<file path="src/rtl/cpu_pkg.sv">
// Shared definitions for the RV32 core memory path:
// access size codes, arbiter state encoding and requester IDs.
package cpu_pkg;

    localparam logic [1:0] SZ_BYTE = 2'b00;
    localparam logic [1:0] SZ_HALF = 2'b01;
    localparam logic [1:0] SZ_WORD = 2'b10;

    typedef enum logic [1:0] {
        ARB_IDLE = 2'd0,
        ARB_BUSY = 2'd1,
        ARB_RESP = 2'd2
    } arb_state_t;

    localparam logic REQ_IF = 1'b0;
    localparam logic REQ_D  = 1'b1;

endpackage

</file>
<file path="src/rtl/mem_port_arbiter_if.sv">
// Bundle between the IF/MEM requesters, the memory macro and the arbiter.
// slave = arbiter view, master = core + memory view.
interface mem_port_arbiter_if #(
    parameter int AW = 32
);

    logic          if_req;
    logic [AW-1:0] if_addr;
    logic [31:0]   if_rdata;
    logic          if_valid;
    logic          stall_if;

    logic          d_req;
    logic          d_we;
    logic [1:0]    d_size;
    logic [AW-1:0] d_addr;
    logic [31:0]   d_wdata;
    logic [31:0]   d_rdata;
    logic          d_valid;
    logic          d_misalign;
    logic          stall_mem;

    logic          mem_en;
    logic          mem_we;
    logic [AW-1:0] mem_addr;
    logic [3:0]    mem_be;
    logic [31:0]   mem_wdata;
    logic [31:0]   mem_rdata;

    modport slave (
        input  if_req, if_addr,
        input  d_req, d_we, d_size, d_addr, d_wdata,
        input  mem_rdata,
        output if_rdata, if_valid, stall_if,
        output d_rdata, d_valid, d_misalign, stall_mem,
        output mem_en, mem_we, mem_addr, mem_be, mem_wdata
    );

    modport master (
        output if_req, if_addr,
        output d_req, d_we, d_size, d_addr, d_wdata,
        output mem_rdata,
        input  if_rdata, if_valid, stall_if,
        input  d_rdata, d_valid, d_misalign, stall_mem,
        input  mem_en, mem_we, mem_addr, mem_be, mem_wdata
    );

endinterface

</file>
<file path="src/rtl/mem_lane_align.sv">
// Store lane steering: byte enables, replicated write data and
// misalignment detection for a data access.
module mem_lane_align
    import cpu_pkg::*;
(
    input  logic [1:0]  size,
    input  logic [1:0]  addr,
    input  logic [31:0] wdata,
    output logic [3:0]  be,
    output logic [31:0] wdata_rep,
    output logic        misalign
);

    always_comb begin
        be        = 4'b1111;
        wdata_rep = wdata;
        misalign  = 1'b0;
        unique case (size)
            SZ_BYTE: begin
                be        = 4'b0001 << addr;
                wdata_rep = {4{wdata[7:0]}};
            end
            SZ_HALF: begin
                be        = 4'b0011 << {addr[1], 1'b0};
                wdata_rep = {2{wdata[15:0]}};
                misalign  = addr[0];
            end
            default: begin
                misalign  = (addr != 2'b00);
            end
        endcase
    end

endmodule

</file>
<file path="src/rtl/mem_port_arbiter.sv">
// Shares one single-ported I/D memory between the IF and MEM stages,
// sequencing each access over a fixed latency and producing stalls.
module mem_port_arbiter
    import cpu_pkg::*;
#(
    parameter int LATENCY   = 1,
    parameter int MAX_D_RUN = 4,
    parameter int AW        = 32
) (
    input logic               clk,
    input logic               rst,
    mem_port_arbiter_if.slave bus
);

    localparam int RW = $clog2(MAX_D_RUN + 1);

    arb_state_t    state_q, state_d;
    logic [2:0]    cnt_q, cnt_d;
    logic          own_q, own_d;
    logic [AW-1:0] addr_q, addr_d;
    logic [3:0]    be_q, be_d;
    logic [31:0]   wd_q, wd_d;
    logic          we_q, we_d;
    logic [31:0]   if_rd_q, if_rd_d;
    logic [31:0]   d_rd_q, d_rd_d;
    logic          if_v_q, if_v_d;
    logic          d_v_q, d_v_d;
    logic          mis_q, mis_d;
    logic [RW-1:0] run_q, run_d;

    logic [3:0]    al_be;
    logic [31:0]   al_wd;
    logic          al_mis;
    logic          starve;
    logic          take_d;
    logic          take_f;

    mem_lane_align u_align (
        .size      (bus.d_size),
        .addr      (bus.d_addr[1:0]),
        .wdata     (bus.d_wdata),
        .be        (al_be),
        .wdata_rep (al_wd),
        .misalign  (al_mis)
    );

    // Requesters advance on their completion pulse, so a request seen
    // during RESP is already the next access and may be granted at once.
    assign starve = bus.if_req && (run_q == RW'(MAX_D_RUN));
    assign take_d = bus.d_req && !starve;
    assign take_f = bus.if_req && !take_d;

    always_comb begin
        state_d = state_q;
        cnt_d   = cnt_q;
        own_d   = own_q;
        addr_d  = addr_q;
        be_d    = be_q;
        wd_d    = wd_q;
        we_d    = we_q;
        if_rd_d = if_rd_q;
        d_rd_d  = d_rd_q;
        if_v_d  = 1'b0;
        d_v_d   = 1'b0;
        mis_d   = 1'b0;
        run_d   = bus.if_req ? run_q : '0;
        unique case (state_q)
            ARB_BUSY: begin
                cnt_d = cnt_q - 3'd1;
                if (cnt_q == 3'd1) begin
                    state_d = ARB_RESP;
                    if (own_q == REQ_D) begin
                        d_v_d  = 1'b1;
                        d_rd_d = we_q ? 32'h0 : bus.mem_rdata;
                    end else begin
                        if_v_d  = 1'b1;
                        if_rd_d = bus.mem_rdata;
                    end
                end
            end
            default: begin
                state_d = ARB_IDLE;
                if (take_d && al_mis) begin
                    state_d = ARB_RESP;
                    mis_d   = 1'b1;
                end else if (take_d) begin
                    state_d = ARB_BUSY;
                    cnt_d   = 3'(LATENCY);
                    own_d   = REQ_D;
                    addr_d  = {bus.d_addr[AW-1:2], 2'b00};
                    be_d    = bus.d_we ? al_be : 4'b1111;
                    wd_d    = al_wd;
                    we_d    = bus.d_we;
                    if (bus.if_req && !starve) begin
                        run_d = run_q + RW'(1);
                    end
                end else if (take_f) begin
                    state_d = ARB_BUSY;
                    cnt_d   = 3'(LATENCY);
                    own_d   = REQ_IF;
                    addr_d  = {bus.if_addr[AW-1:2], 2'b00};
                    be_d    = 4'b1111;
                    wd_d    = 32'h0;
                    we_d    = 1'b0;
                    run_d   = '0;
                end
            end
        endcase
    end

    always_ff @(posedge clk or negedge rst) begin
        if (!rst) begin
            state_q <= ARB_IDLE;
            cnt_q   <= '0;
            own_q   <= REQ_IF;
            addr_q  <= '0;
            be_q    <= '0;
            wd_q    <= '0;
            we_q    <= 1'b0;
            if_rd_q <= '0;
            d_rd_q  <= '0;
            if_v_q  <= 1'b0;
            d_v_q   <= 1'b0;
            mis_q   <= 1'b0;
            run_q   <= '0;
        end else begin
            state_q <= state_d;
            cnt_q   <= cnt_d;
            own_q   <= own_d;
            addr_q  <= addr_d;
            be_q    <= be_d;
            wd_q    <= wd_d;
            we_q    <= we_d;
            if_rd_q <= if_rd_d;
            d_rd_q  <= d_rd_d;
            if_v_q  <= if_v_d;
            d_v_q   <= d_v_d;
            mis_q   <= mis_d;
            run_q   <= run_d;
        end
    end

    assign bus.mem_en     = (state_q == ARB_BUSY);
    assign bus.mem_we     = bus.mem_en && we_q;
    assign bus.mem_addr   = addr_q;
    assign bus.mem_be     = be_q;
    assign bus.mem_wdata  = wd_q;
    assign bus.if_rdata   = if_rd_q;
    assign bus.if_valid   = if_v_q;
    assign bus.d_rdata    = d_rd_q;
    assign bus.d_valid    = d_v_q;
    assign bus.d_misalign = mis_q;
    assign bus.stall_if   = bus.if_req && !if_v_q;
    assign bus.stall_mem  = bus.d_req && !d_v_q && !mis_q;

endmodule

</file>
<file path="src/flat_wrapper.sv">
// flat-port wrapper written by rule: the top's interface ports become plain ports
module mem_port_arbiter_flat import cpu_pkg::*;
#(
    parameter int LATENCY   = 1,
    parameter int MAX_D_RUN = 4,
    parameter int AW        = 32
)
  (clk, rst, bus_if_req, bus_if_addr, bus_d_req, bus_d_we, bus_d_size, bus_d_addr, bus_d_wdata, bus_mem_rdata, bus_if_rdata, bus_if_valid, bus_stall_if, bus_d_rdata, bus_d_valid, bus_d_misalign, bus_stall_mem, bus_mem_en, bus_mem_we, bus_mem_addr, bus_mem_be, bus_mem_wdata);
  mem_port_arbiter_if #(.AW(AW)) bus_i ();
  input logic clk;
  input logic rst;
  input wire logic [$bits(bus_i.if_req)-1:0] bus_if_req;
  input wire logic [$bits(bus_i.if_addr)-1:0] bus_if_addr;
  input wire logic [$bits(bus_i.d_req)-1:0] bus_d_req;
  input wire logic [$bits(bus_i.d_we)-1:0] bus_d_we;
  input wire logic [$bits(bus_i.d_size)-1:0] bus_d_size;
  input wire logic [$bits(bus_i.d_addr)-1:0] bus_d_addr;
  input wire logic [$bits(bus_i.d_wdata)-1:0] bus_d_wdata;
  input wire logic [$bits(bus_i.mem_rdata)-1:0] bus_mem_rdata;
  output wire logic [$bits(bus_i.if_rdata)-1:0] bus_if_rdata;
  output wire logic [$bits(bus_i.if_valid)-1:0] bus_if_valid;
  output wire logic [$bits(bus_i.stall_if)-1:0] bus_stall_if;
  output wire logic [$bits(bus_i.d_rdata)-1:0] bus_d_rdata;
  output wire logic [$bits(bus_i.d_valid)-1:0] bus_d_valid;
  output wire logic [$bits(bus_i.d_misalign)-1:0] bus_d_misalign;
  output wire logic [$bits(bus_i.stall_mem)-1:0] bus_stall_mem;
  output wire logic [$bits(bus_i.mem_en)-1:0] bus_mem_en;
  output wire logic [$bits(bus_i.mem_we)-1:0] bus_mem_we;
  output wire logic [$bits(bus_i.mem_addr)-1:0] bus_mem_addr;
  output wire logic [$bits(bus_i.mem_be)-1:0] bus_mem_be;
  output wire logic [$bits(bus_i.mem_wdata)-1:0] bus_mem_wdata;
  assign bus_i.if_req = bus_if_req;
  assign bus_i.if_addr = bus_if_addr;
  assign bus_i.d_req = bus_d_req;
  assign bus_i.d_we = bus_d_we;
  assign bus_i.d_size = bus_d_size;
  assign bus_i.d_addr = bus_d_addr;
  assign bus_i.d_wdata = bus_d_wdata;
  assign bus_i.mem_rdata = bus_mem_rdata;
  assign bus_if_rdata = bus_i.if_rdata;
  assign bus_if_valid = bus_i.if_valid;
  assign bus_stall_if = bus_i.stall_if;
  assign bus_d_rdata = bus_i.d_rdata;
  assign bus_d_valid = bus_i.d_valid;
  assign bus_d_misalign = bus_i.d_misalign;
  assign bus_stall_mem = bus_i.stall_mem;
  assign bus_mem_en = bus_i.mem_en;
  assign bus_mem_we = bus_i.mem_we;
  assign bus_mem_addr = bus_i.mem_addr;
  assign bus_mem_be = bus_i.mem_be;
  assign bus_mem_wdata = bus_i.mem_wdata;
  mem_port_arbiter #(.LATENCY(LATENCY), .MAX_D_RUN(MAX_D_RUN), .AW(AW)) u_core (.clk(clk), .rst(rst), .bus(bus_i));
endmodule
</file>
<file path="config.mk">
export PLATFORM = sky130hd
export DESIGN_NAME = mem_port_arbiter_flat
export DESIGN_NICKNAME = d
export VERILOG_FILES = /design/src/rtl/cpu_pkg.sv /design/src/rtl/mem_port_arbiter_if.sv /design/src/rtl/mem_lane_align.sv /design/src/rtl/mem_port_arbiter.sv /design/src/flat_wrapper.sv
export SDC_FILE = /design/constraint.sdc
export NUM_CORES = 1
export LEC_CHECK = 0
export ABC_AREA = 1
export CAP_MARGIN = 20
export CORE_AREA = 2 2 124 126
export CTS_CLUSTER_DIAMETER = 40
export DETAILED_ROUTE_END_ITERATION = 16
export DIE_AREA = 0 0 126 128
export PLACE_DENSITY = 0.85
export SLEW_MARGIN = 20
export SYNTH_ARGS = -nofsm -noshare
export SYNTH_HDL_FRONTEND = slang
export SYNTH_HIERARCHICAL = 1
export SYNTH_SLANG_ARGS = --single-unit
</file>
<file path="constraint.sdc">
create_clock -name clk -period 2.7 [get_ports clk]
set_clock_uncertainty 0.05 [all_clocks]
set_input_delay 0.405 -clock clk [delete_from_list [all_inputs] [get_ports clk]]
set_output_delay 0.405 -clock clk [all_outputs]
set_load 0.005 [all_outputs]
</file>
==> out/metrics.yaml, run 1 <==
grt_pass1_vias: 6500
antenna_found_initial: 0
grt_max_degree: 103
synth_edf_count: 0
end_kind: "output port"
ys_seq_area_share_pct: 51.4
relSlewSlack_pct: 58.5
power.internal_w: 0.00715
drc: 0
period_share_pct: 84.0
vdd_ir_drop_max_v: 0.000529
die_height_um: 128
die_w_um: 126
io-pin-count: 274
synthTopCellsByArea: "dfrtp_1 51%, nand2_1 19%, o21ai_1 4.2%"
ys_top_cells_by_count: "357 x nand2_1, 143 x dfrtp_1, 59 x o21ai_1"
tightestPinTransition_ns: 0.622
first_pass_iters: 5
cts_root_buffer: "clkbuf_16"
power_frac_clock_pct: 23.2
synth.largest_area_cell: "dfrtp_1"
fin_nets: 1232
p_sw_share_pct: 32.4
n_antenna_cell: 0
ys.flop_type: "dfrtp_1"
p_comb_share_pct: 42.1
initial_core_util_pct: 46.8
avgSynthCellArea_um2: 8.21
stdcell_area_mm2: 0.0103
seqPwrFrac_pct: 34.7
start_kind: "input pin"
pwr_density_cell_mw_per_mm2: 1030
path_class: "input pin to output port"
port_buffers: 269
rsz0062_at_grt: "false"
slew_viol_final: 0
yosys.area.top_type_share_pct: 51.4
vias: 6583
wl_um: 20500
finalSetupTns_ns: 0
syn_inst: 847
met1_length_um: 8550
syn_to_final_growth_pct: 47.7
cts_tree: "done"
wl_met3_um: 1380
crit_fanout: 2
synth_cell_type_count: 34
wl_per_cell_um: 15.9
grt_util_all_layers_pct: 25.7
clkTransAtPathRegs_ns: 0.06
gr-total-overflow: 0
drtIter0Drc: 543
hp-class: "flop to flop"
cts_max_level: 4
top_layer_used: "met4"
clock_sinks: 143
ant_nets: 0
cts_buffers: 17
insertion_delay_ns: 0.41
coreArea_mm2: 0.0149
fp-row-count: 45
gp_congestion: 0.866
final-hold-violation-count: 0
crit_arrival_ns: 1.81
p_sw_w: 0.00343
hpwl_um: 14200
ys_warn_count: 6
ys_async_sr_fraction_pct: 100
drive_gt1_share_pct: 7.42
p_leak_nw: 4.92
dpl_cell_area_mm2: 0.00965
grt_pass1_wl_um: 33200
ys_ff_latch: 143
fillers: 1181
dieArea_mm2: 0.0161
required_ns: 2.25
setup_viol: 0
max_freq_ghz: 0.441
ff_latch_area_mm2: 0.00358
multi_input_area_mm2: 0.00278
clockBufferDepth: 2
vias_per_cell: 5.09
finalWorstPathRequiredPeriod_ns: 2.27
status: "finished, final reports clean"
met2WireLength_um: 10100
yosysMostFrequentCell: "nand2_1"
post-cts-setup-buffers: 0
synth_area_mm2: 0.00696
drv_cap: 0
[metal layers]
metal / vias up / GRT usage [%]
li1: 3170 / -
met1: 3111 / 33.1
met2: 264 / 42.8
met3: 38 / 5.51
met4: 0 / 10.3
met5: - / 0
[cells in the final DEF, fill, tap and decap left out, types with 2 or more instances in the layout]
master           count
dfrtp_1            143
inv_1               45
conb_1               2
nand3_1             41
nand2_1            357
clkinv_2             4
clkinvlp_4           2
bufinv_16            4
clkbuf_8             2
o21ai_1             59
nand3b_1            30
o21ai_2              5
buf_12               2
nand4_1              6
o21ai_0             48
ha_1                 4
nor2_1              14
buf_4               18
clkdlybuf4s50_1    268
clkbuf_16           17
nand3_2             18
[cells by family (layout without fill, tap and decap cells)]
kind of cell             after synthesis  count (layout)  synth area share [%]
flip-flops                           143             143                  51.4
AND/OR/NAND/NOR                      472             472                  30.4
XOR/XNOR                               2               2                 0.252
other                                  1               2                0.0539
buffers and inverters                111             368                  8.63
AO/OA/AOI/OAI                        114             114                  8.56
adder cells (fa/ha/maj)                4               4                 0.719
[critical path: stages]
cell and delay (ns):
clkdlybuf4s50_1 0.48, inv_1 0.06, nor3_1 0.29, clkdlybuf4s50_1 0.58
[through the flow]
| stage | std cells | setup WS (ns) | hold WS (ns) | util [%] | power (W) |
|---|---|---|---|---|---|
| 2_1_floorplan | 848 | 1.10 | 0.0594 | - | 0.00550 |
| 3_3_place_gp | 1261 | 0.350 | 0.397 | 64.9 | 0.00802 |
| 3_5_place_dp | 1261 | 0.303 | 0.403 | 64.9 | 0.00816 |
| 4_1_cts | 1293 | 0.397 | 0.430 | 69.1 | 0.0107 |
| 5_1_grt | 1293 | 0.408 | 0.454 | 69.1 | 0.0113 |
| 6_report | 1293 | 0.433 | 0.427 | 69.1 | 0.0106 |
[flip-flops by register name, summed over array words and instances, names as in the netlist]
signal                 count
u_core/bus.d_misalign      1
u_core/bus.d_rdata        32
u_core/bus.d_valid         1
u_core/bus.if_rdata       32
u_core/bus.if_valid        1
u_core/bus.mem_addr       30
u_core/bus.mem_be          4
u_core/bus.mem_wdata      32
u_core/cnt_q               3
u_core/own_q               1
u_core/run_q               3
u_core/state_q             2
u_core/we_q                1
[power groups by stage]
stage	logic [W]	registers, W	clock network, W
6_report	0.00445	0.00367	0.00246
4_1_cts	0.00449	0.00367	0.00250
3_3_place_gp	0.00436	0.00366	0
5_1_grt	0.00489	0.00380	0.00261
2_1_floorplan	0.00176	0.00374	0
3_5_place_dp	0.00447	0.00369	0
[final timing paths]
kind | slack [ns] | cells after the start | from | end
setup / recovery | 0.43 | 4 | bus_d_req | bus_stall_mem
hold / removal | 0.43 | 2 | u_core/bus.if_rdata[15] | u_core/bus.if_rdata[15]
setup reg to reg | 0.79 | 10 | u_core/cnt_q[1] | u_core/bus.if_rdata[19]
hold reg to reg | 0.43 | 2 | u_core/bus.if_rdata[15] | u_core/bus.if_rdata[15]
max in group asynchronous | 1.39 | 3 | rst | u_core/bus.mem_wdata[3]
min in group asynchronous | 0.52 | 2 | rst | u_core/bus.mem_addr[9]
[layout make-up]
cell class / instances / area share [%]
multi-input cells: 594 / 27.1
flip-flops and latches: 143 / 34.8
inverters: 47 / 1.77
clock inverters: 11 / 1.59
repair buffers: 290 / 28.0
clock buffers: 20 / 4.44
well taps: 188 / 2.29
[repair_timing]
| item | 4_1_cts | 5_1_grt |
|---|---|---|
| hold buffers | 1 | 0 |
| endpoints found under the setup margin | 0 | 0 |
| gates resized for setup | 0 | 0 |
| endpoints found under the hold margin | 61 | 0 |
Power figures use the tool's default switching activity.
==> inputs of run 2 (changes only) <==
--- a/config.mk
+++ b/config.mk
@@ -7,11 +7,11 @@
 export LEC_CHECK = 0
 export ABC_AREA = 1
 export CAP_MARGIN = 20
-export CORE_AREA = 2 2 124 126
+export CORE_AREA = 2 2 129 131
 export CTS_CLUSTER_DIAMETER = 40
 export DETAILED_ROUTE_END_ITERATION = 16
-export DIE_AREA = 0 0 126 128
-export PLACE_DENSITY = 0.85
+export DIE_AREA = 0 0 131 133
+export PLACE_DENSITY = 0.79
 export SLEW_MARGIN = 20
 export SYNTH_ARGS = -nofsm -noshare
 export SYNTH_HDL_FRONTEND = slang
==> constraint.sdc (replaced) <==
create_clock -name clk -period 2.4 [get_ports clk]
set_clock_uncertainty 0.05 [all_clocks]
set_input_delay 0.36 -clock clk [delete_from_list [all_inputs] [get_ports clk]]
set_output_delay 0.36 -clock clk [all_outputs]
set_load 0.005 [all_outputs]
==> run 2 against run 1 <==
Net effect:
- flip-flop and latch count unchanged
- non-clock buffer count increased by 7
- critical path depth unchanged
- largest cell class unchanged
==> out/metrics.yaml, run 2 (same netlist as run 1, synthesis figures left out) <==
status: "finished, final reports clean"
p_leak_nw: 4.97
initial_core_util_pct: 43.0
ff2ff_path_depth: 8
multi_input_area_mm2: 0.00278
fillers: 1332
postCtsResizedCells: 0
gp_congestion: 0.837
path_buf_inv: 2
dpl_cell_area_mm2: 0.00975
stdcell_area_mm2: 0.0104
finalPower_w: 0.0121
grt_max_degree: 67
final-hold-violation-count: 0
post-cts-setup-buffers: 0
period_share_pct: 87.9
end_kind: "output port"
path_cells: "nor2_4 > inv_1 > nor2_1 > clkdlybuf4s50_1"
cts_tree: "done"
path_class: "flop to output port"
drtIter0Drc: 402
die_height_um: 133
cts_buffers: 17
max_freq_ghz: 0.474
required_ns: 1.99
finalSetupTns_ns: 0
hp-class: "input pin to async pin"
clockBufferDepth: 2
layout_common_cells: "357 x nand2_1, 268 x clkdlybuf4s50_1, 143 x dfrtp_1"
syn_to_final_growth_pct: 49.8
io-pin-count: 274
start_kind: "flop"
hpwl_um: 14100
insertion_delay_ns: 0.41
grt_util_all_layers_pct: 23.5
coreArea_mm2: 0.0162
fp-row-count: 47
vias: 6477
slowest_delay_ns: 0.56
first_pass_iters: 5
drive_gt1_share_pct: 8.09
die_w_um: 131
crit_arrival_ns: 1.70
rsz0062_at_grt: "false"
cts_max_level: 4
vias_per_cell: 4.86
grt_pass1_vias: 6181
critPathTopFamily: "buffers and inverters"
drc: 0
fin_nets: 1239
crit_fanout: 7
dieArea_mm2: 0.0174
finalWorstPathRequiredPeriod_ns: 2.11
vdd_ir_drop_max_v: 0.000591
drv_cap: 0
antenna_found_initial: 0
cp_slowest_cell: "clkdlybuf4s50_1"
hold_buffers: 1
gr-total-overflow: 0
wl_um: 20300
slew_viol_final: 0
ant_nets: 0
ff_latch_area_mm2: 0.00358
cp_num_cells: 4
n_antenna_cell: 0
mostFrequentLayoutCell: "nand2_1"
port_buffers: 269
wl_per_cell_um: 15.3
setup_viol: 0
clkTransAtPathRegs_ns: 0.06
grt_pass1_wl_um: 31900
clock_sinks: 143
cts_root_buffer: "clkbuf_16"
pwr_density_cell_mw_per_mm2: 1160
[run 2: metrics by stage]
stage          util, %  std cells  hold slack (ns)  worst slack, ns
6_report          64.5       1333            0.395            0.291
4_1_cts           64.5       1333            0.382            0.267
3_3_place_gp      60.3       1300            0.256            0.211
3_5_place_dp      60.3       1300            0.259            0.211
2_1_floorplan        -        848           0.0144            0.848
5_1_grt           64.5       1333            0.415            0.192
[run 2: cell type report]
| type | instances | area share, % |
|---|---|---|
| sequential | 143 | 34.3 |
| multi-input combinational | 594 | 26.7 |
| inverter | 47 | 1.74 |
| timing repair buffer | 297 | 28.2 |
| clock inverter | 12 | 1.97 |
| tap | 220 | 2.64 |
| clock buffer | 20 | 4.38 |
[run 2: power breakdown]
| part | internal [W] | total [W] | switching [W] |
|---|---|---|---|
| clock network | 0.00191 | 0.00294 | 0.00103 |
| logic | 0.00276 | 0.00504 | 0.00228 |
| registers | 0.00353 | 0.00412 | 0.000589 |
[run 2: layer usage]
metal,part of all wire [%],track usage [%],up-vias
met5,0,0,-
met4,3.4,11.4,0
met3,6.6,4.97,44
met2,48,37.3,225
met1,42,30.3,3017
li1,-,-,3191
[run 2: worst paths after layout]
check | startpoint | to | slack [ns]
setup reg to reg | u_core/run_q[0] | u_core/bus.mem_wdata[28] | 0.60
hold / removal | rst | u_core/bus.mem_wdata[9] | 0.40
hold reg to reg | u_core/bus.if_rdata[12] | u_core/bus.if_rdata[12] | 0.43
min in group clk | u_core/bus.if_rdata[12] | u_core/bus.if_rdata[12] | 0.43
max in group asynchronous | rst | u_core/bus.if_rdata[4] | 1.18
setup / recovery | u_core/state_q[1] | bus_mem_we | 0.29
